--- src/rtl/arbitro_pkg.sv ---
// Shared constants, FSM states and slot helper for the arbitro_mux8 arbiter.
package arbitro_pkg;

  localparam int N     = 8;
  localparam int SEL_W = 3;

  typedef enum logic {
    OCIOSO   = 1'b0,
    SERVINDO = 1'b1
  } estado_t;

  // LSB of slot idx inside the packed dados_in bus
  function automatic int unsigned slot_lsb(
    input logic [SEL_W-1:0] idx,
    input int unsigned      w
  );
    return int'(idx) * w;
  endfunction

endpackage

--- src/rtl/arbitro_mux8_rr_seletor.sv ---
// Combinational winner picker: round-robin from ptr, or lowest index
// when FIXED_PRIORITY_EN is defined.
module rr_seletor
  import arbitro_pkg::*;
(
  input  logic [N-1:0]     eligible,
  input  logic [SEL_W-1:0] ptr,
  output logic [SEL_W-1:0] winner,
  output logic             any
);

`ifdef FIXED_PRIORITY_EN
  logic unused_ptr;
  assign unused_ptr = ^ptr;
`endif

  logic [SEL_W-1:0] idx;

  always_comb begin
    winner = '0;
    any    = 1'b0;
    idx    = '0;
    for (int k = 0; k < N; k++) begin
`ifdef FIXED_PRIORITY_EN
      idx = SEL_W'(k);
`else
      idx = ptr + SEL_W'(k);
`endif
      if (!any && eligible[idx]) begin
        winner = idx;
        any    = 1'b1;
      end
    end
  end

endmodule

--- src/rtl/arbitro_mux8.sv ---
// 8-way arbiter/sequencer driving the mux select with a valid/ready output.
// Build option: FIXED_PRIORITY_EN selects lowest-index priority.
module arbitro_mux8
  import arbitro_pkg::*;
#(
  parameter int W = 8
) (
  input  logic             clk,
  input  logic             rst,
  input  logic [N-1:0]     req,
  input  logic [N*W-1:0]   dados_in,
  input  logic             pronto_in,
  output logic [SEL_W-1:0] endereco,
  output logic [W-1:0]     dados_out,
  output logic             valido_out,
  output logic [N-1:0]     ack,
  output logic             ocupado
);

  estado_t          state_q, state_d;
  logic [SEL_W-1:0] ptr_q, ptr_d;
  logic [SEL_W-1:0] end_q, end_d;
  logic [W-1:0]     dados_q, dados_d;
  logic             valido_q, valido_d;
  logic [N-1:0]     ack_q, ack_d;

  logic [N-1:0]     eligible;
  logic [SEL_W-1:0] winner;
  logic             any;

  // a requester is masked during its own ack cycle
  assign eligible = req & ~ack_q;

  rr_seletor u_sel (
    .eligible (eligible),
    .ptr      (ptr_q),
    .winner   (winner),
    .any      (any)
  );

  always_comb begin
    state_d  = state_q;
    ptr_d    = ptr_q;
    end_d    = end_q;
    dados_d  = dados_q;
    valido_d = valido_q;
    ack_d    = '0;
    unique case (state_q)
      OCIOSO: begin
        if (any) begin
          end_d    = winner;
          dados_d  = dados_in[slot_lsb(winner, W) +: W];
          valido_d = 1'b1;
          state_d  = SERVINDO;
        end
      end
      SERVINDO: begin
        if (valido_q && pronto_in) begin
          ack_d[end_q] = 1'b1;
          valido_d     = 1'b0;
`ifdef FIXED_PRIORITY_EN
          ptr_d        = '0;
`else
          ptr_d        = end_q + SEL_W'(1);
`endif
          state_d      = OCIOSO;
        end
      end
      default: state_d = OCIOSO;
    endcase
  end

  always_ff @(posedge clk or posedge rst) begin
    if (rst) begin
      state_q  <= OCIOSO;
      ptr_q    <= '0;
      end_q    <= '0;
      dados_q  <= '0;
      valido_q <= 1'b0;
      ack_q    <= '0;
    end else begin
      state_q  <= state_d;
      ptr_q    <= ptr_d;
      end_q    <= end_d;
      dados_q  <= dados_d;
      valido_q <= valido_d;
      ack_q    <= ack_d;
    end
  end

  assign endereco   = end_q;
  assign dados_out  = dados_q;
  assign valido_out = valido_q;
  assign ack        = ack_q;
  assign ocupado    = (state_q == SERVINDO);

endmodule

--- config.mk ---
export PLATFORM = sky130hd
export DESIGN_NAME = arbitro_mux8
export DESIGN_NICKNAME = d
export VERILOG_FILES = /design/src/rtl/arbitro_pkg.sv /design/src/rtl/arbitro_mux8_rr_seletor.sv /design/src/rtl/arbitro_mux8.sv
export SDC_FILE = /design/constraint.sdc
export NUM_CORES = 1
export LEC_CHECK = 0
export CAP_MARGIN = 15
export CORE_ASPECT_RATIO = 1.1
export CORE_MARGIN = 2
export CORE_UTILIZATION = 46
export CTS_CLUSTER_SIZE = 24
export DETAILED_ROUTE_END_ITERATION = 12
export HOLD_SLACK_MARGIN = 0.08
export PLACE_DENSITY_LB_ADDON = 0.2
export SETUP_SLACK_MARGIN = 0.5
export SKIP_LAST_GASP = 1
export SLEW_MARGIN = 20
export SYNTH_ARGS = -nofsm -noshare
export SYNTH_HDL_FRONTEND = slang
export SYNTH_SLANG_ARGS = --single-unit
--- constraint.sdc ---
create_clock -name clk -period 3.95 [get_ports clk]
set_input_delay 0.5925 -clock clk [delete_from_list [all_inputs] [get_ports clk]]
set_output_delay 0.5925 -clock clk [all_outputs]
set_load 0.05 [all_outputs]
==> metrics.sh, run 1 <==
LAYOUT_COMMONEST_CELL='sky130_fd_sc_hd__clkdlybuf4s50_1'
CPMAXSTAGEDELAYCELL='sky130_fd_sc_hd__or3b_2'
MAX_FREQ_GHz=0.2967
FLOORPLAN.IO_PINS=96
POST_SYNTH_NUM_CELL_TYPES=69
PLACED_CELLS=432
PLACEMENT_ROWS=29
GRT_MAX_DEGREE=25
CRIT_CHAIN='clkdlybuf4s50_1 > or3b_2 > a211o_1 > o2111ai_1 > a41oi_1 > a211o_1 > a21o_4 > buf_12 > mux2_4 > o22ai_2 > o31ai_2'
FINAL_UTIL_PCT=70.80
STDCELL_AREA_UM2=4059
FLOORPLAN.INITIALDENSITY_PCT=47.49
CRITICAL_PATH.MAX_STAGE_DELAY_PS=500
SYNTH-COMPOUND-AREA-SHARE_PCT=21.23
PEAKVDDDROP_mV=0.6867
SYN2LAYOUT_AREA_GROWTH_PCT=49.08
POWER.DENSITY_CELL_AREA_nW_PER_UM2=1131
WORST_SLACK_PS=579.9
PLACEABLECOREAREA_UM2=5733
PATH_MAX_FANOUT=17
LAYOUT.NETS=449
SYNTH-XOR-AREA-SHARE_PCT=1.287
SYNTH_ADDER_AREA_SHARE_PCT=1.379
SYNTH_FP_NETS=341
FP.DIEAREA_UM2=6550
MAXSLEWHEADROOM_PCT=41.32
SYNTH_MUX_AREA_SHARE_PCT=28.72
PLACE.DETAILED.HPWL_MM=6.360
YOSYS_WARNINGS=0
CRITPATHBUFINV=2
ANT_NETS=0
MET3_USAGE_PCT=2.043
FINALCRITPERIODSHARE_PCT=85.32
HOLD_DEPTH=2
CLOCK_SINK_COUNT=24
PORT-BUFFER-COUNT=95
CLOCK_SKEW_PS=1.893
FINAL-SETUP-VIOL-COUNT=0
POST-PLACE-WS_PS=96.56
SYN-MEAN-INSTANCE-AREA_UM2=10.35
CTS_MAX_PATH_BUFFERS=2
SYNTH_EDF_COUNT=0
HOLD_CLASS='reg2reg'
DIE_Y_UM=84.69
YOSYS_MOST_USED_DFF='sky130_fd_sc_hd__dfrtp_1'
POST_DRT_WL_PER_CELL_UM=18.13
CRIT_REQUIRED_PS=4100
ANTENNA_FOUND_INITIAL=0
CTS-HTREE-LEVELS=1
CTS-BUFFERS-INSERTED=3
GRT_BUSIEST_LAYER='met2'
STATUS='finished clean'
FINAL_LAYOUT_SIZE_SUFFIX_GT1_SHARE_PCT=28.65
DRTITER0DRC=159
SYNTH_SEQ_CELLS=24
CELL_SEEN_MOST_OFTEN_AMONG_CRITICAL_PATH_STAGES='sky130_fd_sc_hd__a211o_1'
ANTENNA_CELLS=0
ENDPOINT_KIND='flip-flop'
REMAINING_DRC_ERRORS=0
CLOCK_PIN_SLEW_REPORTED_FOR_THE_WORST_SETUP_AND_HOLD_PATHS_AFTER_CLOCK_TREE_SYNTHESIS_PS=80
FIRST_PASS_ITERS=4
TNS_PS=0
SYN-CELL-AREA_UM2=2723
CRIT_PATH_START_KIND='input pin'
COMMONEST_NON_FILL_NON_TAP_CELLS_IN_THE_LAYOUT='94 x sky130_fd_sc_hd__clkdlybuf4s50_1, 24 x sky130_fd_sc_hd__dfrtp_1, 21 x sky130_fd_sc_hd__mux2i_1, 21 x sky130_fd_sc_hd__buf_4, 18 x sky130_fd_sc_hd__nand2_1'
MAX_CAP_VIOLATIONS=0
TRITONCTS='built'
GRT.OVERFLOW.TOTAL=0
SYNTH_SEQUENTIAL_AREA_RATIO_PCT=22.06
FLOORPLAN.DIE.WIDTH_UM=77.35
GRTUSAGEMET2_PCT=44.11
HOLD_FIX_BUFFER_COUNT_AFTER_CTS=0
FINAL-HOLD-VIOLATION-COUNT=0
VIA_COUNT_OF_THE_FIRST_GLOBAL_ROUTING_PASS=2566
WORST_EP_ARRIVAL_TIME_PS=3520
CLOCK_LATENCY_PS=260
MET1_USAGE_PCT=29.94
POST_DP_CELL_AREA_UM2=3712
POWER_LEAKAGE_nW=1.710
SYNTH_TOP_FAMILY_BY_AREA='multiplexers'
TIMING.CRITICAL_PATH.MAX_DELAY_FAMILY='compound AO/OA/AOI/OAI gates'
TIMING.FINAL.CRIT_PERIOD_PS=3370
TIMING_WORST_SLEW_PIN_VALUE_PS=879.2
SYN-INSTANCE-COUNT=263
CRIT_TYPE='in2reg'
REG2REGPATHDEPTH=12
GRT_USE_TOTAL_PCT=23.56
POST_SYNTH_AND_OR_NAND_NOR_AREA_FRACTION_PCT=17.74
ROUTED_WL_MM=8.104
REPORT.FINAL.SLEW_VIOL_COUNT=0
VIAS_PER_CELL=5.924
PLACE_CONGESTION=0.9933
FINALNONFILLERCELLS=447
GRT_FIRST_PASS_WIRELENGTH_MM=12.59
CLOCK_TREE.ROOT_CELL='sky130_fd_sc_hd__clkbuf_8'
SYNTH-ASYNC-RESET-RATIO_PCT=100.0
GRT_SETUP_UNREPAIRED='no'
DETAILROUTE.VIA_COUNT=2648
CRITICAL_PATH_CELL_COUNT=11
tightest hold or removal path: cells and delay by family (launching register included):
kind / cells / cell delay [ps]
AND/OR/NAND/NOR: 1 / 60
AO/OA/AOI/OAI: 1 / 50
flip-flops: 1 / 350
layer usage:
layer  vias to the layer above  wire length, um  part of all wire, %
met5                         -                0                    0
met4                         0              161                  2.0
met3                        12              490                  6.0
met2                       109             4437                   55
met1                      1279             3015                   37
li1                       1248                -                    -
synth_stat cells (all sizes together), types with 3 or more instances:
master    n  share of area [%]
nand2    19                2.6
o2111ai   4                1.3
dfrtp    24                 22
buf      15                6.3
o22ai    10                2.5
mux4     12                 10
a22o      8                2.6
mux2     21                9.9
a21oi     7                1.3
nand3     7                1.3
clkbuf    3               0.41
nand4     3               0.69
nand2b   12                2.8
nor2     13                1.9
a211o     3               0.97
o31ai     8                3.7
ha        3                1.4
mux2i    23                8.6
nor3      5               0.92
xor2      3               0.97
or3b      3               0.97
o21ai     7                1.4
o41ai     3                1.9
nand3b    4                1.2
nor2b     5                1.4
inv       5               0.69
state kept, by name, summed over array words and instances (netlist names):
signal,cells
ack,8
dados_out,8
endereco,3
ocupado,1
ptr_q,3
valido_out,1
timing repair:
action,CTS,global route
setup endpoints to repair,8,12
buffers inserted,0,10
pin swaps,0,9
resized for setup,9,29
cloned,1,0
power breakdown:
group	leakage (nW)	total, mW	internal (mW)	switching [mW]
Clock	0.0288	0.162	0.0888	0.0733
Combinational	1.39	3.97	1.91	2.06
Sequential	0.296	0.455	0.345	0.110
Total	1.71	4.59	2.35	2.24
metrics by stage:
stage               hold slack [ps]  power [mW]
floorplan                     607.1       3.214
global placement              471.1       3.741
detailed placement            474.6       3.778
CTS                           493.2       4.117
global route                  519.2       4.862
finish                        492.5       4.591
worst paths after layout:
| path | start | end | slack (ps) |
|---|---|---|---|
| worst max register to register | ptr_q[1]$_DFFE_PP0P_ | dados_out[7]$_DFFE_PP0P_ | 620 |
| max in group asynchronous | rst | dados_out[4]$_DFFE_PP0P_ | 2590 |
| worst min-delay path | dados_out[4]$_DFFE_PP0P_ | dados_out[4]$_DFFE_PP0P_ | 490 |
| worst max-delay path | req[2] | dados_out[7]$_DFFE_PP0P_ | 580 |
| worst min register to register | dados_out[4]$_DFFE_PP0P_ | dados_out[4]$_DFFE_PP0P_ | 490 |
| min in group asynchronous | rst | ack[5]$_DFF_PP0_ | 820 |
cell families after synthesis:
kind of cell	count (synthesis)
xor gates and xnor gates	4
buffers and inverters	24
DFF	24
and+or+nand+nor	85
muxes	56
adders and majority gates	3
AOI/OAI and AO/OA	67
final cells by class:
type | count | area [um^2]
inverters | 6 | 23.77
clock buffers | 4 | 55.05
flip-flops and latches | 24 | 600.6
fillers | 448 | 1674
well taps | 77 | 96.34
repair buffers | 121 | 1192
multi-input cells | 215 | 2091
(Power assumes the default switching activity.)
==> run 2: changes to the inputs <==
--- a/config.mk
+++ b/config.mk
@@ -5,6 +5,7 @@
 export SDC_FILE = /design/constraint.sdc
 export NUM_CORES = 1
 export LEC_CHECK = 0
+export ABC_CLOCK_PERIOD_IN_PS = 3950
 export CAP_MARGIN = 15
 export CORE_ASPECT_RATIO = 1.1
 export CORE_MARGIN = 2
==> results of run 2 <==
The final DEF is identical to that of run 1; final timing and power are the same.
